## src/rtl/read_serializer_pkg.sv

```systemverilog
// Shared types and helpers for the burst read serializer.
// Optional feature macro: READ_SERIALIZER_PARITY_EN (per-word even parity bit).
package read_serializer_pkg;

  localparam int STATE_W    = 2;
  localparam int PAR_DATA_W = 64;

  typedef enum logic [STATE_W-1:0] {
    S_IDLE  = 2'd0,
    S_FETCH = 2'd1,
    S_SHIFT = 2'd2,
    S_DONE  = 2'd3
  } state_t;

  // Words up to PAR_DATA_W bits are zero-extended by the caller.
  function automatic logic parity_even(input logic [PAR_DATA_W-1:0] data);
    return ^data;
  endfunction

endpackage

```

## src/rtl/read_serializer_if.sv

```systemverilog
// Buffer-read and serial-out bundle of the read serializer.
// slave = serializer side, master = buffer / SPI front end side.
interface read_serializer_if #(
  parameter int WL = 8,
  parameter int AW = 5
);
  logic          iSTART;
  logic          iEN;
  logic [WL-1:0] iDATA;
  logic          oMISO;
  logic          oMISO_OE;
  logic          oRd_EN;
  logic [AW-1:0] oRd_ADDR;
  logic          oBUSY;
  logic          oRd_DONE;

  modport slave (
    input  iSTART, iEN, iDATA,
    output oMISO, oMISO_OE, oRd_EN, oRd_ADDR, oBUSY, oRd_DONE
  );

  modport master (
    output iSTART, iEN, iDATA,
    input  oMISO, oMISO_OE, oRd_EN, oRd_ADDR, oBUSY, oRd_DONE
  );
endinterface

```

## src/rtl/read_ser_shifter.sv

```systemverilog
// WL-bit loadable shift register with bit-order select.
// With READ_SERIALIZER_PARITY_EN the even parity of each loaded word is held.
module read_ser_shifter
  import read_serializer_pkg::*;
#(
  parameter int WL        = 8,
  parameter bit MSB_FIRST = 1'b1
) (
  input  logic          i_clk,
  input  logic          i_rst,
  input  logic          i_clr,
  input  logic          i_load,
  input  logic [WL-1:0] i_data,
  input  logic          i_shift,
  output logic          o_bit,
  output logic          o_parity
);

  logic [WL-1:0] r_sreg;

  always_ff @(posedge i_clk or posedge i_rst) begin
    if (i_rst)        r_sreg <= '0;
    else if (i_clr)   r_sreg <= '0;
    else if (i_load)  r_sreg <= i_data;
    else if (i_shift) r_sreg <= MSB_FIRST ? {r_sreg[WL-2:0], 1'b0} : {1'b0, r_sreg[WL-1:1]};
  end

  assign o_bit = MSB_FIRST ? r_sreg[WL-1] : r_sreg[0];

`ifdef READ_SERIALIZER_PARITY_EN
  logic r_par;

  always_ff @(posedge i_clk or posedge i_rst) begin
    if (i_rst)       r_par <= 1'b0;
    else if (i_clr)  r_par <= 1'b0;
    else if (i_load) r_par <= parity_even(PAR_DATA_W'(i_data));
  end

  assign o_parity = r_par;
`else
  assign o_parity = 1'b0;
`endif

endmodule

```

## src/rtl/read_serializer.sv

```systemverilog
// Burst read serializer: fetches [START_ADDR..END_ADDR] from a synchronous buffer
// and shifts each word out per iEN strobe; macro READ_SERIALIZER_PARITY_EN adds a parity slot.
module read_serializer
  import read_serializer_pkg::*;
#(
  parameter int WL         = 8,
  parameter int AW         = 5,
  parameter int START_ADDR = 20,
  parameter int END_ADDR   = 28,
  parameter int MSB_FIRST  = 1
) (
  input  logic              iCLK,
  input  logic              iRST,
  input  logic              iCLR,
  read_serializer_if.slave  bus
);

  localparam int CNT_W = $clog2(WL + 1);
`ifdef READ_SERIALIZER_PARITY_EN
  localparam bit PAR_EN = 1'b1;
`else
  localparam bit PAR_EN = 1'b0;
`endif
  localparam logic [CNT_W-1:0] CNT_RELOAD  = PAR_EN ? CNT_W'(WL) : CNT_W'(WL - 1);
  localparam logic [AW-1:0]    ADDR_FIRST  = AW'(START_ADDR);
  localparam logic [AW-1:0]    ADDR_SECOND = AW'(START_ADDR + 1);
  localparam logic [AW-1:0]    WORDS_EXTRA = AW'(END_ADDR - START_ADDR);

  if (WL < 2 || WL > PAR_DATA_W || START_ADDR < 0 || START_ADDR > END_ADDR ||
      END_ADDR > (2**AW) - 1) begin : g_param_check
    $error("read_serializer: illegal WL or burst address range");
  end

  state_t          r_state;
  logic [AW-1:0]   r_addr;
  logic [AW-1:0]   r_words_left;
  logic [CNT_W-1:0] r_cnt;
  logic [WL-1:0]   r_pf_data;
  logic            r_pf_req;
  logic            r_pf_pend;
  logic            r_busy;
  logic            r_oe;
  logic            r_done;

  logic            w_start;
  logic            w_pf_rd;
  logic            w_bound;
  logic            w_shift;
  logic            w_load;
  logic [WL-1:0]   w_load_data;
  logic            w_bit;
  logic            w_parity;
  logic            w_par_slot;

  assign w_start = (r_state == S_IDLE) && bus.iSTART && !iCLR && !iRST;
  assign w_pf_rd = (r_state == S_SHIFT) && r_pf_req && (r_words_left != '0) && !iCLR;
  assign w_bound = (r_state == S_SHIFT) && bus.iEN && (r_cnt == '0);
  assign w_shift = (r_state == S_SHIFT) && bus.iEN && (r_cnt != '0);
  assign w_load  = !iCLR && ((r_state == S_FETCH) || (w_bound && (r_words_left != '0)));
  // Bypass covers a boundary landing on the same edge the prefetch is captured.
  assign w_load_data = ((r_state == S_FETCH) || r_pf_pend) ? bus.iDATA : r_pf_data;

  read_ser_shifter #(
    .WL        (WL),
    .MSB_FIRST (MSB_FIRST != 0)
  ) u_shifter (
    .i_clk    (iCLK),
    .i_rst    (iRST),
    .i_clr    (iCLR),
    .i_load   (w_load),
    .i_data   (w_load_data),
    .i_shift  (w_shift),
    .o_bit    (w_bit),
    .o_parity (w_parity)
  );

  assign w_par_slot   = PAR_EN && (r_cnt == '0);
  assign bus.oMISO    = r_oe && (w_par_slot ? w_parity : w_bit);
  assign bus.oMISO_OE = r_oe;
  assign bus.oRd_EN   = w_start || w_pf_rd;
  assign bus.oRd_ADDR = r_addr;
  assign bus.oBUSY    = r_busy;
  assign bus.oRd_DONE = r_done;

  always_ff @(posedge iCLK or posedge iRST) begin
    if (iRST) begin
      r_state      <= S_IDLE;
      r_addr       <= ADDR_FIRST;
      r_words_left <= '0;
      r_cnt        <= '0;
      r_pf_data    <= '0;
      r_pf_req     <= 1'b0;
      r_pf_pend    <= 1'b0;
      r_busy       <= 1'b0;
      r_oe         <= 1'b0;
      r_done       <= 1'b0;
    end else if (iCLR) begin
      r_state      <= S_IDLE;
      r_addr       <= ADDR_FIRST;
      r_words_left <= '0;
      r_cnt        <= '0;
      r_pf_data    <= '0;
      r_pf_req     <= 1'b0;
      r_pf_pend    <= 1'b0;
      r_busy       <= 1'b0;
      r_oe         <= 1'b0;
      r_done       <= 1'b0;
    end else begin
      case (r_state)
        S_IDLE: begin
          r_done <= 1'b0;
          if (w_start) begin
            r_state <= S_FETCH;
            r_busy  <= 1'b1;
          end
        end
        S_FETCH: begin
          r_cnt        <= CNT_RELOAD;
          r_addr       <= ADDR_SECOND;
          r_words_left <= WORDS_EXTRA;
          r_pf_req     <= 1'b1;
          r_oe         <= 1'b1;
          r_state      <= S_SHIFT;
        end
        S_SHIFT: begin
          r_pf_req  <= 1'b0;
          r_pf_pend <= w_pf_rd;
          if (w_pf_rd)   r_addr    <= r_addr + 1'b1;
          if (r_pf_pend) r_pf_data <= bus.iDATA;
          if (w_shift) begin
            r_cnt <= r_cnt - 1'b1;
          end else if (w_bound) begin
            if (r_words_left != '0) begin
              r_cnt        <= CNT_RELOAD;
              r_words_left <= r_words_left - 1'b1;
              r_pf_req     <= 1'b1;
            end else begin
              r_state <= S_DONE;
              r_oe    <= 1'b0;
              r_done  <= 1'b1;
            end
          end
        end
        S_DONE: begin
          r_done  <= 1'b0;
          r_busy  <= 1'b0;
          r_addr  <= ADDR_FIRST;
          r_state <= S_IDLE;
        end
        default: r_state <= S_IDLE;
      endcase
    end
  end

endmodule
```

## src/flat_wrapper.sv

```systemverilog
// flat-port wrapper written by rule: the top's interface ports become plain ports
module read_serializer_flat import read_serializer_pkg::*;
#(
  parameter int WL         = 8,
  parameter int AW         = 5,
  parameter int START_ADDR = 20,
  parameter int END_ADDR   = 28,
  parameter int MSB_FIRST  = 1
)
  (iCLK, iRST, iCLR, bus_iSTART, bus_iEN, bus_iDATA, bus_oMISO, bus_oMISO_OE, bus_oRd_EN, bus_oRd_ADDR, bus_oBUSY, bus_oRd_DONE);
  read_serializer_if #(.WL(WL), .AW(AW)) bus_i ();
  input  logic iCLK;
  input  logic iRST;
  input  logic iCLR;
  input wire logic [$bits(bus_i.iSTART)-1:0] bus_iSTART;
  input wire logic [$bits(bus_i.iEN)-1:0] bus_iEN;
  input wire logic [$bits(bus_i.iDATA)-1:0] bus_iDATA;
  output wire logic [$bits(bus_i.oMISO)-1:0] bus_oMISO;
  output wire logic [$bits(bus_i.oMISO_OE)-1:0] bus_oMISO_OE;
  output wire logic [$bits(bus_i.oRd_EN)-1:0] bus_oRd_EN;
  output wire logic [$bits(bus_i.oRd_ADDR)-1:0] bus_oRd_ADDR;
  output wire logic [$bits(bus_i.oBUSY)-1:0] bus_oBUSY;
  output wire logic [$bits(bus_i.oRd_DONE)-1:0] bus_oRd_DONE;
  assign bus_i.iSTART = bus_iSTART;
  assign bus_i.iEN = bus_iEN;
  assign bus_i.iDATA = bus_iDATA;
  assign bus_oMISO = bus_i.oMISO;
  assign bus_oMISO_OE = bus_i.oMISO_OE;
  assign bus_oRd_EN = bus_i.oRd_EN;
  assign bus_oRd_ADDR = bus_i.oRd_ADDR;
  assign bus_oBUSY = bus_i.oBUSY;
  assign bus_oRd_DONE = bus_i.oRd_DONE;
  read_serializer #(.WL(WL), .AW(AW), .START_ADDR(START_ADDR), .END_ADDR(END_ADDR), .MSB_FIRST(MSB_FIRST)) u_core (.iCLK(iCLK), .iRST(iRST), .iCLR(iCLR), .bus(bus_i));
endmodule
```

## config.mk

```make
export PLATFORM = sky130hd
export DESIGN_NAME = read_serializer_flat
export DESIGN_NICKNAME = d
export VERILOG_FILES = /design/src/rtl/read_serializer_pkg.sv /design/src/rtl/read_serializer_if.sv /design/src/rtl/read_ser_shifter.sv /design/src/rtl/read_serializer.sv /design/src/flat_wrapper.sv
export SDC_FILE = /design/constraint.sdc
export NUM_CORES = 1
export LEC_CHECK = 0
export BUFFER_PORTS_ARGS = -buffer_cell sky130_fd_sc_hd__buf_2
export CELL_PAD_IN_SITES_DETAIL_PLACEMENT = 1
export CELL_PAD_IN_SITES_GLOBAL_PLACEMENT = 2
export CORE_ASPECT_RATIO = 0.8
export CORE_UTILIZATION = 36
export CTS_CLUSTER_DIAMETER = 30
export DETAILED_ROUTE_END_ITERATION = 6
export PLACE_DENSITY = 0.82
export RECOVER_POWER = 25
export SKIP_LAST_GASP = 1
export SLEW_MARGIN = 20
export SYNTH_ARGS = -nofsm -noshare
export SYNTH_HDL_FRONTEND = slang
export SYNTH_HIERARCHICAL = 1
export SYNTH_SLANG_ARGS = --single-unit
```

## constraint.sdc

```tcl
create_clock -name iCLK -period 2.4 [get_ports iCLK]
set_input_delay 0.12 -clock iCLK [delete_from_list [all_inputs] [get_ports iCLK]]
set_output_delay 0.12 -clock iCLK [all_outputs]
set_load 0.02 [all_outputs]
```

==> results_dict.tcl <==
set metrics [dict create \
    drt_iter0_drc 108 \
    clkSlewWorstSetupHoldPaths_ps 80 \
    finalPower_mw 2.18 \
    hold-worst-slack_ps 93.6 \
    path_class "reg2reg" \
    critPathLaunchType "flop" \
    power_frac_comb_pct 41.0 \
    floorplan.io_pins 23 \
    cell_area_power_density_mw_per_mm2 884 \
    critPathLaunch "u_core/r_cnt[0]$_DFFE_PP0P_" \
    final_max_slew_viol_count 0 \
    holdCritStartpoint "bus_iDATA[3]" \
    r2r-start "u_core/r_cnt[0]$_DFFE_PP0P_" \
    critical_path.cell_chain "inv_1 > ha_1 > or3b_2 > and3_1 > or3b_1 > a21oi_1" \
    crit_buf_inv 1 \
    final_core_util_pct 44.2 \
    clock-sinks 37 \
    slew_headroom_pct 48.9 \
    min_period_ps 2220 \
    grt_first_pass_wirelength_um 9640 \
    switching_share_pct 39.7 \
    holdCritPathClass "in2reg" \
    worst_ep_arrival_time_ps 2430 \
    gp_congestion 0.805 \
    drt_first_pass_iters 4 \
    setup-violations-final 0 \
    route.vias.total 1763 \
    routed_wl_um 5620 \
    grt_pass1_vias 1861 \
    yosys_warnings 6 \
    power_report.internal_total_mw 1.31 \
    clock-skew-final_ps 10.0 \
    finalCritPeriodShare_pct 92.7 \
    die_outline_area_mm2 0.00628 \
    p_leak_nw 1.09 \
    status "finished, final reports clean" \
    dieWidth_um 88.3 \
    cp_top_family "simple AND/OR/NAND/NOR gates" \
    remaining_drc_errors 0 \
    grt_start_max_net_pins 31 \
    unrepaired_setup_endpoints_after_global_routing "no" \
    synth_area_per_cell_um2 9.42 \
    max_slew.worst_pin.slew_ps 767 \
    core_area_mm2 0.00559 \
    dp_hpwl_um 4110 \
    max-vdd-ir-drop_mv 0.437 \
    synthToLayoutAreaGrowth_pct 14.9 \
    clock_tree_from_tritoncts "done" \
    htree_num_levels 2 \
    die_y_um 71.1 \
    multi_input_comb_area_mm2 0.00113 \
    global_route.overflow_total 0 \
    number_of_antenna_violations_at_the_first_check_in_global_routing 0 \
    initial_core_util_pct 38.4 \
    post_drt_wl_per_cell_um 16.7 \
    cp_slowest_stage_delay_ps 520 \
    number_of_inserted_diodes 0 \
    proportion_of_layout_cells_with_a_drive_suffix_above_1_pct 21.7 \
    cts_root_buf "sky130_fd_sc_hd__clkbuf_8" \
    most-common-layout-cells "sky130_fd_sc_hd__dfrtp_1 (35), sky130_fd_sc_hd__buf_2 (21), sky130_fd_sc_hd__nand2_1 (21), sky130_fd_sc_hd__a21oi_1 (20), sky130_fd_sc_hd__nand3_1 (14)" \
    clk_path_buf_depth 2 \
    cell_row_count 24 \
    final_count_of_hold_timing_violations 0 \
    antenna_violating_nets_post_route 0 \
    placement.io_buffers 22 \
    worstSkewPairLatency_ps 290 \
    drt-vias-per-instance 5.25 \
    nNetsFinal 278 \
    globalRouteTotalUtil_pct 20.3 \
    pwr-share-clk_pct 19.6 \
    netSwitchingPower_mw 0.865 \
    syn_inst 228 \
    final_common_cell "sky130_fd_sc_hd__dfrtp_1" \
    tritoncts.num_buffers 5 \
    synth.net_count 249 \
    fillerInstances 674 \
    critPathMaxFanout 8 \
    maxClockFrequency_ghz 0.449 \
    drv.max_cap_violation_count 0 \
    seqPwrFrac_pct 39.4 \
    synth_area_mm2 0.00215 \
    endpoint_kind "flop" \
    timing.critical_path.required_ps 2610 \
    timing.critical_path.slowest_stage_cell "sky130_fd_sc_hd__or3b_2" \
    register_area_um2 928 \
]
==> worst reg2reg max path: stages (launching register included) <==
cell,delay [ps]
sky130_fd_sc_hd__dfrtp_1,420
sky130_fd_sc_hd__inv_1,70
sky130_fd_sc_hd__ha_1,190
sky130_fd_sc_hd__or3b_2,520
sky130_fd_sc_hd__and3_1,370
sky130_fd_sc_hd__or3b_1,410
sky130_fd_sc_hd__a21oi_1,160
==> power by group through the flow <==
stage                     combinational, mW  clock (mW)  sequential [mW]
after floorplan                       0.594           0            0.881
after global placement                0.872           0            0.864
after detailed placement              0.882           0            0.870
after CTS                             0.889       0.444            0.859
after global routing                   1.00       0.467            0.875
final                                 0.893       0.428            0.859
==> metrics by stage <==
step	std cells	area [µm²]	setup TNS, ps	setup WS (ps)
6_report	336	2470	0	175
4_1_cts	336	2460	0	124
3_3_place_gp	327	2370	0	165
3_5_place_dp	327	2370	-39.5	-39.5
5_1_grt	336	2470	0	30.0
2_1_floorplan	228	2150	0	274
==> layer usage <==
metal	global-route usage (%)	wire, µm	share of wire (%)
met1	31.8	3060	54
met2	28.4	2350	42
met3	3.73	164	2.9
met4	4.84	46	0.82
met5	0	0	0
==> sequential cells by signal, indices dropped and copies added (netlist names) <==
signal / flops
u_core/bus.oBUSY: 1
u_core/bus.oMISO_OE: 1
u_core/r_pf_req: 1
u_core/r_words_left: 5
u_core/r_pf_pend: 1
u_core/r_cnt: 4
u_core/bus.oRd_DONE: 1
u_core/u_shifter/r_sreg: 8
u_core/r_pf_data: 8
u_core/bus.oRd_ADDR: 5
u_core/r_state: 2
==> layout make-up <==
cell class	count	share of cell area [%]
well taps	78	3.96
multi-input cells	169	45.9
clock buffers	6	2.94
flip-flops and latches	37	37.6
inverters	13	1.98
repair buffers	31	7.15
clock inverters	2	0.406
==> path summary, 6_finish.rpt <==
| path | to | depth (start not counted) | slack, ps |
|---|---|---|---|
| min in group asynchronous | u_core/u_shifter/r_sreg[5]$_DFFE_PP0P_ | 3 | 350 |
| max in group asynchronous | u_core/bus.oRd_ADDR[0]$_DFFE_PP0P_ | 4 | 1290 |
| max reg2reg | u_core/u_shifter/r_sreg[0]$_DFFE_PP0P_ | 6 | 180 |
| min reg2reg | u_core/bus.oBUSY$_DFFE_PP0P_ | 2 | 530 |
| min | u_core/r_pf_data[3]$_DFFE_PP0P_ | 3 | 90 |
| max | u_core/u_shifter/r_sreg[0]$_DFFE_PP0P_ | 6 | 180 |
==> what timing repair did <==
action / CTS / global route
endpoints found under the setup margin: 4 / 7
cloned: 0 / 0
gates resized for setup: 1 / 2
hold endpoints to repair: 35 / 0
setup buffers: 0 / 0
hold buffers: 1 / 0
Power figures use the tool's default switching activity.
